[src/rtl/wb_regfile_if.sv]
// Write-back / register-read bundle between the MEM/WB stage, the ID stage and the debug display.
// master drives the write-back operands and read addresses; slave is the register file.
interface wb_regfile_if #(
   parameter int XLEN  = 32,
   parameter int CNT_W = 32
);
   logic             WB_RegWrite;
   logic             WB_MemtoReg;
   logic             WB_link;
   logic [4:0]       WB_rd_addr;
   logic [XLEN-1:0]  WB_ALUResult;
   logic [XLEN-1:0]  WB_MemData;
   logic [XLEN-1:0]  WB_pc4_i;
   logic [4:0]       rs1_addr;
   logic [4:0]       rs2_addr;
   logic [4:0]       dbg_addr;
   logic [XLEN-1:0]  rs1_data;
   logic [XLEN-1:0]  rs2_data;
   logic [XLEN-1:0]  dbg_data;
   logic [XLEN-1:0]  wb_data;
   logic [CNT_W-1:0] retire_cnt;

   modport master (
      output WB_RegWrite, WB_MemtoReg, WB_link, WB_rd_addr,
      output WB_ALUResult, WB_MemData, WB_pc4_i,
      output rs1_addr, rs2_addr, dbg_addr,
      input  rs1_data, rs2_data, dbg_data, wb_data, retire_cnt
   );

   modport slave (
      input  WB_RegWrite, WB_MemtoReg, WB_link, WB_rd_addr,
      input  WB_ALUResult, WB_MemData, WB_pc4_i,
      input  rs1_addr, rs2_addr, dbg_addr,
      output rs1_data, rs2_data, dbg_data, wb_data, retire_cnt
   );
endinterface

[src/rtl/wb_regfile.sv]
// Write-back mux, 32x32 integer register file with async reads, and retired-write counter.
// Optional REGFILE_BYPASS_EN: rs1/rs2 see the value being written in the same cycle.
module wb_regfile #(
   parameter int XLEN  = 32,
   parameter int NREG  = 32,
   parameter int CNT_W = 32
) (
   input logic         clk,
   input logic         rst,
   wb_regfile_if.slave bus
);
   logic [XLEN-1:0]  regs [NREG];
   logic [XLEN-1:0]  wb_sel;
   logic             commit;
   logic [CNT_W-1:0] cnt_reg;

   assign wb_sel      = bus.WB_link     ? bus.WB_pc4_i  :
                        bus.WB_MemtoReg ? bus.WB_MemData : bus.WB_ALUResult;
   assign commit      = bus.WB_RegWrite && (bus.WB_rd_addr != 5'd0);
   assign bus.wb_data = wb_sel;

   // One flop row per register so each gets its own enable; x0 stays a constant zero.
   generate
      for (genvar gi = 0; gi < NREG; gi++) begin : g_reg
         if (gi == 0) begin : g_zero
            always_ff @(posedge clk) begin
               regs[gi] <= '0;
            end
         end else begin : g_row
            always_ff @(posedge clk) begin
               if (rst) begin
                  regs[gi] <= '0;
               end else if (commit && (bus.WB_rd_addr == 5'(gi))) begin
                  regs[gi] <= wb_sel;
               end
            end
         end
      end
   endgenerate

   always_ff @(posedge clk) begin
      if (rst) begin
         cnt_reg <= '0;
      end else if (commit) begin
         cnt_reg <= cnt_reg + 1'b1;
      end
   end

   assign bus.retire_cnt = cnt_reg;

   always_comb begin
      bus.rs1_data = (bus.rs1_addr == 5'd0) ? '0 : regs[bus.rs1_addr];
      bus.rs2_data = (bus.rs2_addr == 5'd0) ? '0 : regs[bus.rs2_addr];
      bus.dbg_data = (bus.dbg_addr == 5'd0) ? '0 : regs[bus.dbg_addr];
`ifdef REGFILE_BYPASS_EN
      // Write-through for the ID ports only; the debug port always shows committed state.
      if (commit && (bus.rs1_addr == bus.WB_rd_addr)) begin
         bus.rs1_data = wb_sel;
      end
      if (commit && (bus.rs2_addr == bus.WB_rd_addr)) begin
         bus.rs2_data = wb_sel;
      end
`else
`endif
   end
endmodule

[src/flat_wrapper.sv]
// flat-port wrapper written by rule: the top's interface ports become plain ports
module wb_regfile_flat 
#(
   parameter int XLEN  = 32,
   parameter int NREG  = 32,
   parameter int CNT_W = 32
)
  (clk, rst, bus_WB_RegWrite, bus_WB_MemtoReg, bus_WB_link, bus_WB_rd_addr, bus_WB_ALUResult, bus_WB_MemData, bus_WB_pc4_i, bus_rs1_addr, bus_rs2_addr, bus_dbg_addr, bus_rs1_data, bus_rs2_data, bus_dbg_data, bus_wb_data, bus_retire_cnt);
  wb_regfile_if #(.XLEN(XLEN), .CNT_W(CNT_W)) bus_i ();
  input logic clk;
  input logic rst;
  input wire logic [$bits(bus_i.WB_RegWrite)-1:0] bus_WB_RegWrite;
  input wire logic [$bits(bus_i.WB_MemtoReg)-1:0] bus_WB_MemtoReg;
  input wire logic [$bits(bus_i.WB_link)-1:0] bus_WB_link;
  input wire logic [$bits(bus_i.WB_rd_addr)-1:0] bus_WB_rd_addr;
  input wire logic [$bits(bus_i.WB_ALUResult)-1:0] bus_WB_ALUResult;
  input wire logic [$bits(bus_i.WB_MemData)-1:0] bus_WB_MemData;
  input wire logic [$bits(bus_i.WB_pc4_i)-1:0] bus_WB_pc4_i;
  input wire logic [$bits(bus_i.rs1_addr)-1:0] bus_rs1_addr;
  input wire logic [$bits(bus_i.rs2_addr)-1:0] bus_rs2_addr;
  input wire logic [$bits(bus_i.dbg_addr)-1:0] bus_dbg_addr;
  output wire logic [$bits(bus_i.rs1_data)-1:0] bus_rs1_data;
  output wire logic [$bits(bus_i.rs2_data)-1:0] bus_rs2_data;
  output wire logic [$bits(bus_i.dbg_data)-1:0] bus_dbg_data;
  output wire logic [$bits(bus_i.wb_data)-1:0] bus_wb_data;
  output wire logic [$bits(bus_i.retire_cnt)-1:0] bus_retire_cnt;
  assign bus_i.WB_RegWrite = bus_WB_RegWrite;
  assign bus_i.WB_MemtoReg = bus_WB_MemtoReg;
  assign bus_i.WB_link = bus_WB_link;
  assign bus_i.WB_rd_addr = bus_WB_rd_addr;
  assign bus_i.WB_ALUResult = bus_WB_ALUResult;
  assign bus_i.WB_MemData = bus_WB_MemData;
  assign bus_i.WB_pc4_i = bus_WB_pc4_i;
  assign bus_i.rs1_addr = bus_rs1_addr;
  assign bus_i.rs2_addr = bus_rs2_addr;
  assign bus_i.dbg_addr = bus_dbg_addr;
  assign bus_rs1_data = bus_i.rs1_data;
  assign bus_rs2_data = bus_i.rs2_data;
  assign bus_dbg_data = bus_i.dbg_data;
  assign bus_wb_data = bus_i.wb_data;
  assign bus_retire_cnt = bus_i.retire_cnt;
  wb_regfile #(.XLEN(XLEN), .NREG(NREG), .CNT_W(CNT_W)) u_core (.clk(clk), .rst(rst), .bus(bus_i));
endmodule
[config.mk]
export PLATFORM = sky130hd
export DESIGN_NAME = wb_regfile_flat
export DESIGN_NICKNAME = d
export VERILOG_FILES = /design/src/rtl/wb_regfile_if.sv /design/src/rtl/wb_regfile.sv /design/src/flat_wrapper.sv
export SDC_FILE = /design/constraint.sdc
export NUM_CORES = 2
export LEC_CHECK = 0
export CAP_MARGIN = 20
export CORE_UTILIZATION = 25
export DETAILED_ROUTE_END_ITERATION = 12
export PLACE_DENSITY = 0.49
export SLEW_MARGIN = 10
export SYNTH_ARGS = -nofsm -noshare
export SYNTH_HDL_FRONTEND = slang
export SYNTH_SLANG_ARGS = --single-unit
[constraint.sdc]
create_clock -name clk -period 3.35 [get_ports clk]
set_input_delay 0.67 -clock clk [delete_from_list [all_inputs] [get_ports clk]]
set_output_delay 0.67 -clock clk [all_outputs]
set_load 0.02 [all_outputs]
* Word level (Yosys, flattened, before mapping) *
Memories as Yosys holds them, arrays and structs flattened.
Cells that the tools add are included.

storage, ports and cells
  output and inout port bits = 160
  register bits = 32
  memory bits (writable) = 1024
  memories kept = 1
  bits of input ports = 121

operators by class
  add/subtract/negate cells = 1
  muxes and demuxes = 131
  reductions and logical operators = 36
  equal/unequal tests = 31
  bitwise operators = 31

memories
  name         depth  bits a word  read ports  clocked after memory_dff  write ports  RTL line          text
  u_core.regs  32     32           3           0                         32           wb_regfile.sv:12  logic [XLEN-1:0] regs [NREG];

operators with widths
  cell                                            number
  2-to-1 mux 32 bit                               36
  2-to-1 mux 1 bit                                95
  == test 5 bit (second input constant)           16
  == test 5 x 4 -> 1 bit (second input constant)  8
  adder 32 x 1 -> 32 bit (second input constant)  1
  logical AND 1 bit                               32
  OR 1 bit                                        31
  == test 5 x 3 -> 1 bit (second input constant)  4
  zero test 5 bit                                 3
  == test 5 x 2 -> 1 bit (second input constant)  2
  == test 5 x 1 -> 1 bit (second input constant)  1
  nonzero test 5 bit                              1

* Depth between registers and ports, before layout *
  depth in word-level cells = 7
  gate-level depth with buffers = 9

* Worst setup path before layout *
Ideal clock, no wire load.

  path type = input -> register
  start = in bus_WB_rd_addr[1]
  end = mem u_core.regs[18][0] (enable)
  arrival = 2.812 ns
  buffers on the path = 1
  path slack = 0.110 ns
  setup time = 0.428 ns
  stages = 4
  data required time = 2.922 ns
  cells stage by stage = clkbuf_1 -> nor2b_1 -> nand2_1 -> o21bai_1

RTL lines
  element      RTL line            text
  from (decl)  flat_wrapper.sv:15  input wire logic [$bits(bus_i.WB_rd_addr)-1:0] bus_WB_rd_addr;
  to (decl)    wb_regfile.sv:12

* Worst setup path in the final report *
  start = in bus_rs2_addr[0]
  end = out bus_rs2_data[25]

between the ends
  word-level cells in the longest chain between the ends = 2
  elaborated cells on any way between the ends = 3
  classes of those cells = mux (1); reduce/logical (1); memory (1)

RTL lines
  element                                                         RTL line            text
  from (decl)                                                     flat_wrapper.sv:20  input wire logic [$bits(bus_i.rs2_addr)-1:0] bus_rs2_addr;
  memory (32 x 32 bit) / zero test 5 bit (equally long branches)  -
  2-to-1 mux 32 bit (*)                                           wb_regfile.sv:53    bus.rs2_data = (bus.rs2_addr == 5'd0) ? '0 : regs[bus.rs2_addr];
  to (decl)                                                       flat_wrapper.sv:23  output wire logic [$bits(bus_i.rs2_data)-1:0] bus_rs2_data;

Every way passes the cells marked *; elsewhere a longest branch is shown, timed or not.

==> implementation parameters <==
Parameter                              Value

Clock network
  Clock transition at the registers of the reported paths ... 70 ps
  Clock latency at the later pin of the worst-skew pair ... 770 ps
  Number of buffers inserted during clock tree synthesis ... 112
  Hold_buf cts ... 0
  Master cell of the clock root buffer ... sky130_fd_sc_hd__clkbuf_16
  Buffer depth of the longest clock path ... 3
  Clock tree from TritonCTS ... built
  Number of clock sinks seen by CTS ... 1024
  Number of levels in the clock H-tree ... 3

STA
  Tightest slew margin relative to the limit ... 41.50%
  F_max ... 295.8 MHz
  Clock skew after layout ... 16.07 ps
  Count of final hold-check violations ... 0
  Actual transition at the worst max-transition pin ... slightly below 900 ps
  Number of pins with negative max-slew slack in the final report ... 0
  Period utilization ... 100.9%
  RSZ-0062 raised after global routing ... yes
  Final Critical Period ... 3381 ps
  Post-route setup slack ... -31.18 ps
  Worst-case hold slack ... approximately 190 ps
  Setup violations, final ... 5

Worst setup path
  Required time of the worst setup path ... 2680 ps
  Kind of capture point of the worst setup path ... output port
  Critical Path AT ... 2710 ps
  Sort of element at the start of the critical path ... input port
  Type of the worst setup path ... in2out
  Max Fanout on Critical Path ... 9

Synthesis
  Number of instances in the synthesized netlist ... 4671
  Cell type with the highest aggregate area in the netlist ... sky130_fd_sc_hd__edfxtp_1
  Nets in the synthesized netlist ... 4793
  Unique masters post-synth ... 51
  Sequential-to-total area share from yosys stat ... 49.62%
  Share of flip-flops with an asynchronous set or reset ... 0%
  Number of enable flip-flop cells after synthesis ... 992
  Flip-flop and latch count after synthesis ... 1024
  Area of the mapped netlist ... 61320 um2
  Synthesized area divided by synthesized cell count ... 13.13 um2
  Portion of synthesized cell area occupied by the leading cell type ... 48.58%
  Predominant post-synthesis flop cell ... sky130_fd_sc_hd__edfxtp_1
  Leading cell types by total area after synthesis ... sky130_fd_sc_hd__edfxtp_1 (49%), sky130_fd_sc_hd__mux4_2 (21%), sky130_fd_sc_hd__nor2_1 (6.4%)
  Yosys warnings ... 0

Pwr
  Relative contribution of sequential cells to total power ... around 42%
  Reported net switching power ... 0.01023 W
  Net switching fraction of the power ... 28.18%
  Internal power contribution ... 0.02606 W
  Comb pwr share ... 21.1%
  Leak Pwr ... slightly below 30 nW
  Pwr/cell area ... approximately 450 nW/um2
  Fraction of power consumed by the clock network ... 36.8%
  VDD IR-drop max ... just under 0.0004 V

GRT
  Largest net degree at the start of global routing ... 42
  Combined global-route utilization of all metal layers ... a little over a fifth
  Vias in the first global route ... about 48000
  Initial antenna violation count ... 5
  Gr ovfl total ... 0
  Wire length of the first global-routing pass ... about 370000 um

Die
  Row count ... 181
  Initial core utilization ... 25.19%
  Full die area ... around 250000 um2
  Die extent in y ... 497.3 um
  Number of top-level pins ... 281
  Floorplan Core Area ... 243500 um2
  Die boundary width ... roughly 500 um

Layout
  P&R area growth vs syn ... 30.68%
  Commonest cells after routing, fill and taps aside ... sky130_fd_sc_hd__nor2_1 (1044), sky130_fd_sc_hd__edfxtp_1 (992), sky130_fd_sc_hd__mux4_2 (576)
  FILL cells ... 23845
  Fraction of final layout cells with drive strength greater than 1 ... 37.21%
  Multi-input gate area in the final layout ... 30070 um2
  Sequential standard cell area ... ~30000 um2
  Net count, final ... around 5400
  Finished layout cell area ... 80140 um2
  Leading cell type in the layout, fill and taps excluded ... sky130_fd_sc_hd__nor2_1

Detailed routing
  Routed length on met3 ... 23050 um
  Length of routed wiring on met1 ... ~110000 um
  Met2 wire length ... 123200 um
  Iteration-0 DRC count of the detailed router ... approximately 5700
  Total wire length after detailed routing ... 265800 um
  Via density per instance ... roughly 5.6
  Post-detailed-route DRC marker count ... 0
  Average routed wire per standard cell ... 30.89 um
  Vias ... 47860
  Highest metal layer with signal wires ... met4
  Detailed-router iteration count before antenna repair ... 5
  ANT nets after route ... 0

Placement
  Final RePlAce weighted congestion ... 0.9070
  Placed wire-length estimate after detailed placement ... 174700 um
  DP Area ... 73910 um2
  Quantity of I/O buffers inserted on ports ... 280

Outcome
  Violations in the final reports ... setup timing
  Outcome ... finished with violations

Run
  Maximum capacitance violations ... 0

Min path
  Min-Delay Path Class ... in2reg
==> critical path, cell delays in order <==
cell,delay [ps]
sky130_fd_sc_hd__buf_16,150
sky130_fd_sc_hd__buf_12,150
sky130_fd_sc_hd__buf_8,140
sky130_fd_sc_hd__buf_12,150
sky130_fd_sc_hd__buf_4,130
sky130_fd_sc_hd__mux4_2,310
sky130_fd_sc_hd__mux2i_1,80
sky130_fd_sc_hd__and2_2,250
sky130_fd_sc_hd__o31ai_4,460
sky130_fd_sc_hd__buf_6,190
==> area by class of cell <==
cell class,count,share of cell area [%]
inverters,39,0.1827
diodes,4,0.01249
well taps,3202,4.999
clock buffers,136,3.778
repair buffers,1052,14.51
clock inverters,72,1.021
multi-input cells,3073,37.52
flip-flops and latches,1024,37.97
==> through the flow <==
step | cells | setup TNS (ps) | util, % | setup WS [ps] | power, W
after floorplan | 4671 | 0 | - | 110.5 | 0.01904
after global placement | 8312 | -41730 | 30.36 | -1132 | 0.02259
after detailed placement | 8312 | -42280 | 30.36 | -1122 | 0.02265
after CTS | 8587 | -112.8 | 32.73 | -54.67 | 0.03629
after global routing | 8600 | -96.82 | 32.91 | -52.61 | 0.03720
final | 8602 | -74.59 | 32.92 | -31.18 | 0.03629
==> metal layers <==
metal	vias up	track usage [%]
met5	-	0
met4	0	8.059
met3	540	3.791
met2	2722	33.40
met1	25014	28.02
li1	19584	-
==> worst paths after layout <==
path                                   from  slack (ps)                        end  cells after the start
hold reg to reg   u_core.bus.retire_cnt[22]         520  u_core.bus.retire_cnt[22]                      2
setup / recovery            bus_rs2_addr[0]         -30           bus_rs2_data[25]                     10
hold / removal                          rst         190   u_core.bus.retire_cnt[0]                      2
setup reg to reg   u_core.bus.retire_cnt[2]        1260  u_core.bus.retire_cnt[22]                      5
==> state kept, by name, indices dropped and copies added (netlist names) <==
| name | cells |
|---|---|
| u_core.regs | 992 |
| u_core.bus.retire_cnt | 32 |
==> power by group through the flow <==
stage / sequential [W] / clock, W / combinational (W)
floorplan: 0.0153 / 0 / 0.00372
CTS: 0.0152 / 0.0135 / 0.00752
global placement: 0.0155 / 0 / 0.00713
global route: 0.0153 / 0.0140 / 0.00790
finish: 0.0153 / 0.0134 / 0.00766
detailed placement: 0.0155 / 0 / 0.00714
==> cell usage after synthesis (2+ instances only) <==
cell type and instances:
sky130_fd_sc_hd__buf_6 3, sky130_fd_sc_hd__nand2_1 48, sky130_fd_sc_hd__clkbuf_1 387, sky130_fd_sc_hd__xor2_1 3, sky130_fd_sc_hd__buf_2 100, sky130_fd_sc_hd__nor3_1 3
sky130_fd_sc_hd__a21oi_1 49, sky130_fd_sc_hd__and3_1 5, sky130_fd_sc_hd__inv_1 39, sky130_fd_sc_hd__and2_1 103, sky130_fd_sc_hd__nor4_1 9, sky130_fd_sc_hd__or4_1 11
sky130_fd_sc_hd__dfxtp_1 32, sky130_fd_sc_hd__nor2_1 1047, sky130_fd_sc_hd__nand3_1 10, sky130_fd_sc_hd__o31ai_1 107, sky130_fd_sc_hd__o21bai_1 8, sky130_fd_sc_hd__a21o_1 23
sky130_fd_sc_hd__buf_1 24, sky130_fd_sc_hd__nand2b_1 5, sky130_fd_sc_hd__o22ai_1 96, sky130_fd_sc_hd__o21ai_0 103, sky130_fd_sc_hd__and4_1 4, sky130_fd_sc_hd__nor2b_1 26
sky130_fd_sc_hd__mux4_2 576, sky130_fd_sc_hd__o211ai_1 2, sky130_fd_sc_hd__mux2_2 104, sky130_fd_sc_hd__a211oi_1 96, sky130_fd_sc_hd__mux2i_1 323, sky130_fd_sc_hd__a22o_1 287
sky130_fd_sc_hd__edfxtp_1 992, sky130_fd_sc_hd__or3_1 6, sky130_fd_sc_hd__nand4_1 3, sky130_fd_sc_hd__buf_4 20
==> repair_timing <==
action | CTS | global route
resized for setup | 580 | 97
endpoints found under the setup margin | 96 | 61
pin swaps | 36 | 32
cloned | 19 | 1
setup buffers | 54 | 20
==> logic make-up after synthesis <==
family / share of synthesized area (%)
AO/OA/AOI/OAI: 9.290
XOR/XNOR: 0.05714
adder cells (fa/ha/maj): 0.02040
buffers and inverters: 3.883
flip-flops: 49.62
multiplexers: 28.36
AND/OR/NAND/NOR: 8.767
Power figures use the tool's default switching activity.
